### src/rtl/shell_pkg.sv
// Shared constants for the shell sprite renderer: per-slot state type,
// player colours, explosion colour and the two 10x10 sprite masks.
// Mask rows are indexed by grid y; bit n of a row is grid x = n.
package shell_pkg;

   localparam int SPRITE_N    = 10;
   localparam int SPRITE_IDX_W = $clog2(SPRITE_N);
   localparam int MAX_PLAYERS = 4;

   typedef enum logic [1:0] {
      SLOT_IDLE = 2'd0,
      SLOT_FLY  = 2'd1,
      SLOT_BOOM = 2'd2
   } slot_state_t;

   typedef logic [SPRITE_N-1:0] mask_row_t;

   localparam logic [23:0] SHELL_COLOR [MAX_PLAYERS] = '{
      24'hFF0000, 24'h00FF00, 24'h0000FF, 24'hFFFF00
   };
   localparam logic [23:0] SHELL_EXPLODE = 24'hFF8000;

   // Small round shell in the middle of the cell.
   localparam mask_row_t SHELL_MASK [SPRITE_N] = '{
      10'b0000000000,
      10'b0000000000,
      10'b0000000000,
      10'b0000110000,
      10'b0001111000,
      10'b0001111000,
      10'b0000110000,
      10'b0000000000,
      10'b0000000000,
      10'b0000000000
   };

   // X-shaped burst reaching the cell corners.
   localparam mask_row_t EXPLODE_MASK [SPRITE_N] = '{
      10'b1000000001,
      10'b0100000010,
      10'b0010000100,
      10'b0001001000,
      10'b0000110000,
      10'b0000110000,
      10'b0001001000,
      10'b0010000100,
      10'b0100000010,
      10'b1000000001
   };

   // Caller guarantees gy/gx < SPRITE_N.
   function automatic logic mask_bit(input logic                    use_boom,
                                     input logic [SPRITE_IDX_W-1:0] gy,
                                     input logic [SPRITE_IDX_W-1:0] gx);
      mask_row_t row;
      row = use_boom ? EXPLODE_MASK[gy] : SHELL_MASK[gy];
      return row[gx];
   endfunction

endpackage

### src/rtl/shell_sprite_engine_if.sv
// Pixel query / colour result channel of the shell sprite renderer.
//   i_pix_valid, i_display_x/y, i_grid_x/y : query from the video pipeline
//   o_rgb_valid, o_rgb_w                   : registered colour answer
interface shell_sprite_engine_if #(
   parameter int COORD_W = 6,
   parameter int GRID_W  = 4
) ();
   logic               i_pix_valid;
   logic [COORD_W-1:0] i_display_x;
   logic [COORD_W-1:0] i_display_y;
   logic [GRID_W-1:0]  i_grid_x;
   logic [GRID_W-1:0]  i_grid_y;
   logic               o_rgb_valid;
   logic [23:0]        o_rgb_w;

   modport master (
      output i_pix_valid, i_display_x, i_display_y, i_grid_x, i_grid_y,
      input  o_rgb_valid, o_rgb_w
   );

   modport slave (
      input  i_pix_valid, i_display_x, i_display_y, i_grid_x, i_grid_y,
      output o_rgb_valid, o_rgb_w
   );
endinterface

### src/rtl/shell_slot_fsm.sv
// One shell slot: IDLE / FLY / BOOM state, explosion frame counter and the
// cell position the sprite is drawn at. State only moves on i_frame_start.
//   i_active, i_x, i_y : this slot's shell inputs (sampled at frame start)
//   o_state            : current slot state
//   o_x, o_y           : held draw position
//   o_blink            : explosion blanked this frame (counter LSB)
module shell_slot_fsm
   import shell_pkg::*;
#(
   parameter int COORD_W        = 6,
   parameter int EXPLODE_FRAMES = 8
) (
   input  logic               i_clk,
   input  logic               i_rst_n,
   input  logic               i_frame_start,
   input  logic               i_active,
   input  logic [COORD_W-1:0] i_x,
   input  logic [COORD_W-1:0] i_y,
   output slot_state_t        o_state,
   output logic [COORD_W-1:0] o_x,
   output logic [COORD_W-1:0] o_y,
   output logic               o_blink
);

   slot_state_t        state_q, state_d;
   logic [7:0]         cnt_q, cnt_d;
   logic [COORD_W-1:0] x_q, x_d;
   logic [COORD_W-1:0] y_q, y_d;

   always_comb begin
      // NOTE: every signal gets a hold default first, so no path through the
      // case can leave one unassigned and infer a latch.
      state_d = state_q;
      cnt_d   = cnt_q;
      x_d     = x_q;
      y_d     = y_q;
      if (i_frame_start) begin
         unique case (state_q)
            SLOT_IDLE: begin
               if (i_active) begin
                  state_d = SLOT_FLY;
                  x_d     = i_x;
                  y_d     = i_y;
               end
            end
            SLOT_FLY: begin
               if (i_active) begin
                  x_d = i_x;
                  y_d = i_y;
               end else begin
                  // Explode where the shell was last seen, not at i_x/i_y.
                  state_d = SLOT_BOOM;
                  cnt_d   = 8'(EXPLODE_FRAMES - 1);
               end
            end
            SLOT_BOOM: begin
               if (i_active) begin
                  state_d = SLOT_FLY;
                  cnt_d   = '0;
                  x_d     = i_x;
                  y_d     = i_y;
               end else if (cnt_q == 8'd0) begin
                  state_d = SLOT_IDLE;
               end else begin
                  cnt_d = cnt_q - 8'd1;
               end
            end
            default: state_d = SLOT_IDLE;
         endcase
      end
   end

   // NOTE: sequential state uses non-blocking assignments so every flop
   // samples pre-edge values regardless of block ordering.
   always_ff @(posedge i_clk or negedge i_rst_n) begin
      if (!i_rst_n) begin
         state_q <= SLOT_IDLE;
         cnt_q   <= '0;
         x_q     <= '0;
         y_q     <= '0;
      end else begin
         state_q <= state_d;
         cnt_q   <= cnt_d;
         x_q     <= x_d;
         y_q     <= y_d;
      end
   end

   assign o_state = state_q;
   assign o_x     = x_q;
   assign o_y     = y_q;
   assign o_blink = cnt_q[0];

endmodule

### src/rtl/shell_sprite_engine.sv
// Shell sprite renderer: keeps one slot FSM per player shell, snapshots the
// shell positions at each frame start and answers per-pixel colour queries.
//   i_clk, i_rst_n        : clock, async active-low reset
//   i_frame_start         : frame pulse, the only time shell inputs are taken
//   i_shell_x/y/active    : packed shell inputs, slot index p*NUM_SHELLS+s
//   pix                   : query/result channel (one-cycle registered answer)
// GRID_W must be at least SPRITE_IDX_W; NUM_PLAYERS at most MAX_PLAYERS.
module shell_sprite_engine
   import shell_pkg::*;
#(
   parameter int NUM_PLAYERS    = 2,
   parameter int NUM_SHELLS     = 5,
   parameter int COORD_W        = 6,
   parameter int GRID_W         = 4,
   parameter int EXPLODE_FRAMES = 8
) (
   input  logic                                     i_clk,
   input  logic                                     i_rst_n,
   input  logic                                     i_frame_start,
   input  logic [NUM_PLAYERS*NUM_SHELLS*COORD_W-1:0] i_shell_x,
   input  logic [NUM_PLAYERS*NUM_SHELLS*COORD_W-1:0] i_shell_y,
   input  logic [NUM_PLAYERS*NUM_SHELLS-1:0]         i_shell_active,
   shell_sprite_engine_if.slave                      pix
);

   localparam int NUM_SLOTS = NUM_PLAYERS * NUM_SHELLS;

   slot_state_t        slot_state [NUM_SLOTS];
   logic [COORD_W-1:0] slot_x     [NUM_SLOTS];
   logic [COORD_W-1:0] slot_y     [NUM_SLOTS];
   logic               slot_blink [NUM_SLOTS];
   logic [NUM_SLOTS-1:0] fly_hit;
   logic [NUM_SLOTS-1:0] boom_hit;

   logic                    in_range;
   logic [SPRITE_IDX_W-1:0] gx_idx;
   logic [SPRITE_IDX_W-1:0] gy_idx;
   logic [23:0]             pix_color;

   logic        rgb_valid_q, rgb_valid_d;
   logic [23:0] rgb_q, rgb_d;

   assign in_range = (pix.i_grid_x < GRID_W'(SPRITE_N)) &&
                     (pix.i_grid_y < GRID_W'(SPRITE_N));
   assign gx_idx   = pix.i_grid_x[SPRITE_IDX_W-1:0];
   assign gy_idx   = pix.i_grid_y[SPRITE_IDX_W-1:0];

   for (genvar i = 0; i < NUM_SLOTS; i++) begin : g_slot
      logic pos_match;

      shell_slot_fsm #(
         .COORD_W        (COORD_W),
         .EXPLODE_FRAMES (EXPLODE_FRAMES)
      ) u_slot (
         .i_clk         (i_clk),
         .i_rst_n       (i_rst_n),
         .i_frame_start (i_frame_start),
         .i_active      (i_shell_active[i]),
         .i_x           (i_shell_x[i*COORD_W +: COORD_W]),
         .i_y           (i_shell_y[i*COORD_W +: COORD_W]),
         .o_state       (slot_state[i]),
         .o_x           (slot_x[i]),
         .o_y           (slot_y[i]),
         .o_blink       (slot_blink[i])
      );

      assign pos_match   = (slot_x[i] == pix.i_display_x) &&
                           (slot_y[i] == pix.i_display_y);
      assign fly_hit[i]  = in_range && pos_match && (slot_state[i] == SLOT_FLY) &&
                           mask_bit(1'b0, gy_idx, gx_idx);
      assign boom_hit[i] = in_range && pos_match && (slot_state[i] == SLOT_BOOM) &&
                           !slot_blink[i] && mask_bit(1'b1, gy_idx, gx_idx);
   end

   // Ascending scan: a later (higher-index) player with any hit overrides.
   always_comb begin
      pix_color = 24'h0;
      for (int p = 0; p < NUM_PLAYERS; p++) begin
         if (|fly_hit[p*NUM_SHELLS +: NUM_SHELLS]) begin
            pix_color = SHELL_COLOR[p];
         end else if (|boom_hit[p*NUM_SHELLS +: NUM_SHELLS]) begin
            pix_color = SHELL_EXPLODE;
         end
      end
   end

   // Colour comes from the current (pre-frame-update) slot state.
   always_comb begin
      rgb_valid_d = pix.i_pix_valid;
      rgb_d       = pix.i_pix_valid ? pix_color : rgb_q;
   end

   always_ff @(posedge i_clk or negedge i_rst_n) begin
      if (!i_rst_n) begin
         rgb_valid_q <= 1'b0;
         rgb_q       <= 24'h0;
      end else begin
         rgb_valid_q <= rgb_valid_d;
         rgb_q       <= rgb_d;
      end
   end

   assign pix.o_rgb_valid = rgb_valid_q;
   assign pix.o_rgb_w     = rgb_q;

endmodule

### src/flat_wrapper.sv
// flat-port wrapper written by rule: the top's interface ports become plain ports
module shell_sprite_engine_flat import shell_pkg::*;
#(
   parameter int NUM_PLAYERS    = 2,
   parameter int NUM_SHELLS     = 5,
   parameter int COORD_W        = 6,
   parameter int GRID_W         = 4,
   parameter int EXPLODE_FRAMES = 8
)
  (i_clk, i_rst_n, i_frame_start, i_shell_x, i_shell_y, i_shell_active, pix_i_pix_valid, pix_i_display_x, pix_i_display_y, pix_i_grid_x, pix_i_grid_y, pix_o_rgb_valid, pix_o_rgb_w);
  shell_sprite_engine_if #(.COORD_W(COORD_W), .GRID_W(GRID_W)) pix_i ();
  input  logic i_clk;
  input  logic i_rst_n;
  input  logic i_frame_start;
  input  logic [NUM_PLAYERS*NUM_SHELLS*COORD_W-1:0] i_shell_x;
  input  logic [NUM_PLAYERS*NUM_SHELLS*COORD_W-1:0] i_shell_y;
  input  logic [NUM_PLAYERS*NUM_SHELLS-1:0] i_shell_active;
  input wire logic [$bits(pix_i.i_pix_valid)-1:0] pix_i_pix_valid;
  input wire logic [$bits(pix_i.i_display_x)-1:0] pix_i_display_x;
  input wire logic [$bits(pix_i.i_display_y)-1:0] pix_i_display_y;
  input wire logic [$bits(pix_i.i_grid_x)-1:0] pix_i_grid_x;
  input wire logic [$bits(pix_i.i_grid_y)-1:0] pix_i_grid_y;
  output wire logic [$bits(pix_i.o_rgb_valid)-1:0] pix_o_rgb_valid;
  output wire logic [$bits(pix_i.o_rgb_w)-1:0] pix_o_rgb_w;
  assign pix_i.i_pix_valid = pix_i_pix_valid;
  assign pix_i.i_display_x = pix_i_display_x;
  assign pix_i.i_display_y = pix_i_display_y;
  assign pix_i.i_grid_x = pix_i_grid_x;
  assign pix_i.i_grid_y = pix_i_grid_y;
  assign pix_o_rgb_valid = pix_i.o_rgb_valid;
  assign pix_o_rgb_w = pix_i.o_rgb_w;
  shell_sprite_engine #(.NUM_PLAYERS(NUM_PLAYERS), .NUM_SHELLS(NUM_SHELLS), .COORD_W(COORD_W), .GRID_W(GRID_W), .EXPLODE_FRAMES(EXPLODE_FRAMES)) u_core (.i_clk(i_clk), .i_rst_n(i_rst_n), .i_frame_start(i_frame_start), .i_shell_x(i_shell_x), .i_shell_y(i_shell_y), .i_shell_active(i_shell_active), .pix(pix_i));
endmodule
### config.mk
export PLATFORM = sky130hd
export DESIGN_NAME = shell_sprite_engine_flat
export DESIGN_NICKNAME = d
export VERILOG_FILES = /design/src/rtl/shell_pkg.sv /design/src/rtl/shell_sprite_engine_if.sv /design/src/rtl/shell_slot_fsm.sv /design/src/rtl/shell_sprite_engine.sv /design/src/flat_wrapper.sv
export SDC_FILE = /design/constraint.sdc
export NUM_CORES = 1
export LEC_CHECK = 0
export BUFFER_PORTS_ARGS = -buffer_cell sky130_fd_sc_hd__buf_4
export CAP_MARGIN = 20
export CORE_ASPECT_RATIO = 1.5
export CORE_MARGIN = 5
export CORE_UTILIZATION = 53
export DETAILED_ROUTE_END_ITERATION = 7
export PLACE_DENSITY = 0.77
export SETUP_SLACK_MARGIN = 0.2
export SYNTH_ARGS = -nofsm -noshare
export SYNTH_HDL_FRONTEND = slang
export SYNTH_HIERARCHICAL = 1
export SYNTH_SLANG_ARGS = --single-unit
### constraint.sdc
create_clock -name i_clk -period 1.89 [get_ports i_clk]
set_input_delay 0.189 -clock i_clk [delete_from_list [all_inputs] [get_ports i_clk]]
set_output_delay 0.189 -clock i_clk [all_outputs]
set_load 0.1 [all_outputs]
==> flow_summary.yaml <==
final_layout:
  final_area_mm2: 0.01811
  layout.nets: 1826
  finalNonFillerCells: 1993
  area_growth_pct: 37.24
  num-fill-cells: 1526
  layout-drive-gt1-share_pct: 39.45
yosys:
  netlist.top_cell.by_area: "dfrtp_1"
  ys_warn_count: 6
  syn_inst: 1217
  synth_top_area_share_pct: 42.48
  ys_seq_area_share_pct: 42.48
  synth_common_cells: "dfrtp_1, mux2_2, xnor2_1, inv_1, o21ai_0"
  synthArstFlopShare_pct: 100.0
  synth_most_common_cell: "dfrtp_1"
  synth_cell_types: 53
  synth_area_mm2: 0.01320
  synth_edf_count: 0
  avgSynthCellArea_um2: 10.84
  synth_ff_type: "dfrtp_1"
  synth.area.top_cells: "dfrtp_1, mux2_2, xnor2_1"
  ys_ff_latch: 224
setup_path:
  path_cells: "xnor2_2, nand4_1, nor4_2, nand3b_1, a41oi_2, nor2b_1, o32a_1"
  critPathMaxFanout: 2
  reg2reg_setup_slack_ns: -0.10
  critPathArrivalTime_ns: 2.38
  endpoint_kind: "register"
  max_stage_delay_ns: 0.43
  crit_path_start: "u_core/g_slot[2].u_slot/o_x[2]"
  r2r-start: "u_core/g_slot[2].u_slot/o_x[2]"
  worstPathRequired_ns: 2.28
  slowest_stage: "dfrtp_1"
  crit_type: "reg2reg"
  critPathLaunchType: "register"
power:
  p_int_uw: 11540
  p_comb_share_pct: 35.6
  pwr-share-clk_pct: 24.5
  power_density_mw_per_mm2: 979.8
  fin_total_pwr_uw: 17750
  seqPwrFrac_pct: 39.9
  leakage_uw: 0.007980
  peakVddDrop_v: 0.0006796
  p_sw_uw: 6206
  switching_share_pct: 34.97
clock_tree:
  clock_tree.buffer_depth: 3
  tritoncts: "done"
  insertion_delay_ns: 0.51
  clockRootBuffer: "clkbuf_16"
  cts_buffers: 22
  clk_pin_slew_ns: 0.07
  cts-htree-levels: 1
  cts.sinks: 224
floorplan:
  die-area_mm2: 0.02822
  coreArea_mm2: 0.02444
  num_rows: 70
  pin_count: 179
  fp.dieH_um: 203.3
  die_w_um: 138.8
  start_util_pct: 54.00
placement:
  dp_hpwl_um: 27080
  gp_congestion: 0.9388
  io_buffers: 170
  place_inst: 1763
  place_area_mm2: 0.01537
global_routing:
  grt_usage_pct: 27.47
  grt_pass1_vias: 11970
  grt_pass1_wl_um: 63220
  antenna_found_initial: 1
  overflow: 0
  grt_max_degree: 53
hold_path:
  hp-start: "i_frame_start"
  min_path_type: "in2reg"
timing:
  post-route-period-util_pct: 105.4
  fin_setup_tns_ns: -0.1582
  setup_viol: 2
  fin_skew_ns: 0.01252
  rsz0062_at_grt: "yes"
  hold_viol_final: 0
  clock.fmax_ghz: 0.5018
  min_period_ns: 1.993
  slew_violations: 0
  whs_ns: 0.06556
  setup_ws_ns: -0.1029
routing:
  drt_iter0_markers: 853
  viasPerCell: 5.871
  wl_per_cell_um: 20.84
  drtAntennaViolNets: 0
  drt_wl_total_um: 41540
  vias: 11700
  drc: 0
  first_pass_iters: 6
job:
  drv_cap: 0
status:
  status: "finished, violations left"
  violations: "negative setup slack"
## flip-flops by register name, summed over array words and instances (netlist names)
signal and cells:
u_core/g_slot.u_slot/cnt_q 80, u_core/g_slot.u_slot/o_state 20, u_core/g_slot.u_slot/o_x 60, u_core/g_slot.u_slot/o_y 60, u_core/pix.o_rgb_valid 1, u_core/pix.o_rgb_w 3
## layer usage
layer  up-vias  wire length [um]  GRT usage [%]
met2       546             21050          48.52
met1      5752             15490          32.42
met5         -                 0              0
met4         0              2271          13.43
met3       145              2729          4.551
li1       5258                 -              -
## critical path, delay by kind of cell (launching register included)
family / cells / cell delay (ns)
AOI/OAI and AO/OA: 2 / 0.60
xor gates and xnor gates: 1 / 0.15
DFF: 1 / 0.43
and+or+nand+nor: 4 / 0.69
## cell type report
class	instances	area, um^2	area share (%)
Sequential cell	224	5624	31.05
Clock inverter	7	42.54	0.2349
Timing Repair Buffer	458	3876	21.40
Tap cell	324	405.4	2.238
Multi-Input combinational cell	873	7223	39.88
Inverter	73	274.0	1.513
Antenna cell	1	2.502	0.01382
Clock buffer	33	663.1	3.661
## logic make-up (layout without fill, tap and decap cells)
kind of cell | after synthesis | in the layout | synth area share (%)
buffers and inverters | 127 | 571 | 5.054
AOI/OAI and AO/OA | 290 | 290 | 16.20
muxes | 142 | 142 | 12.10
adders and majority gates | 20 | 20 | 1.896
and+or+nand+nor | 290 | 290 | 14.02
xor gates and xnor gates | 123 | 123 | 8.220
DFF | 224 | 224 | 42.48
other | 1 | 9 | 0.02842
## power by group through the flow
| stage | Clock, uW | Sequential (uW) | Combinational (uW) |
|---|---|---|---|
| final | 4350 | 7080 | 6310 |
| after global routing | 4600 | 7180 | 6800 |
| after CTS | 4390 | 7020 | 5480 |
| after detailed placement | 0 | 7100 | 5150 |
| after global placement | 0 | 7060 | 5010 |
| after floorplan | 0 | 6840 | 3510 |
## through the flow
step                utilization, %  setup WS [ns]
floorplan                        -         0.2167
CTS                          71.68       -0.07990
global placement             62.92       -0.07444
detailed placement           62.92        -0.1064
global route                 74.12        -0.2204
finish                       74.12        -0.1029
## placed cells by master (no fill, tap or decap), drive strengths merged, types with 11 or more instances in the layout
cell | synthesis | layout
a21o | 30 | 30
xnor2 | 122 | 122
dlygate4sd3 | 0 | 132
nor3b | 21 | 21
nor4 | 20 | 20
or2 | 11 | 11
a41oi | 13 | 13
mux2 | 140 | 140
o22ai | 11 | 11
a31oi | 30 | 30
nand3 | 26 | 26
ha | 20 | 20
buf | 44 | 323
o21a | 11 | 11
dfrtp | 224 | 224
a41o | 11 | 11
clkbuf | 10 | 33
a21oi | 61 | 61
nand4 | 40 | 40
inv | 73 | 73
nor2 | 53 | 53
nor3 | 13 | 13
nand2 | 45 | 45
o21ai | 85 | 85
## worst paths after layout
| kind | end | depth (start not counted) |
|---|---|---|
| setup / recovery | u_core/pix.o_rgb_w[15] | 7 |
| hold / removal | u_core/g_slot[3].u_slot/o_state[1] | 2 |
| setup reg to reg | u_core/pix.o_rgb_w[15] | 7 |
| hold reg to reg | u_core/g_slot[4].u_slot/cnt_q[7] | 1 |
| max in group asynchronous | u_core/g_slot[9].u_slot/o_state[1] | 3 |
| min in group asynchronous | u_core/g_slot[7].u_slot/o_y[4] | 2 |
## repair_timing
item,in CTS,in global routing
setup buffers,6,51
hold buffers,132,0
endpoints found under the hold margin,233,0
endpoints found under the setup margin,29,63
pin swaps,23,41
gates cloned,0,0
resized for setup,15,64
No activity file was read; power rests on OpenSTA's default activity.
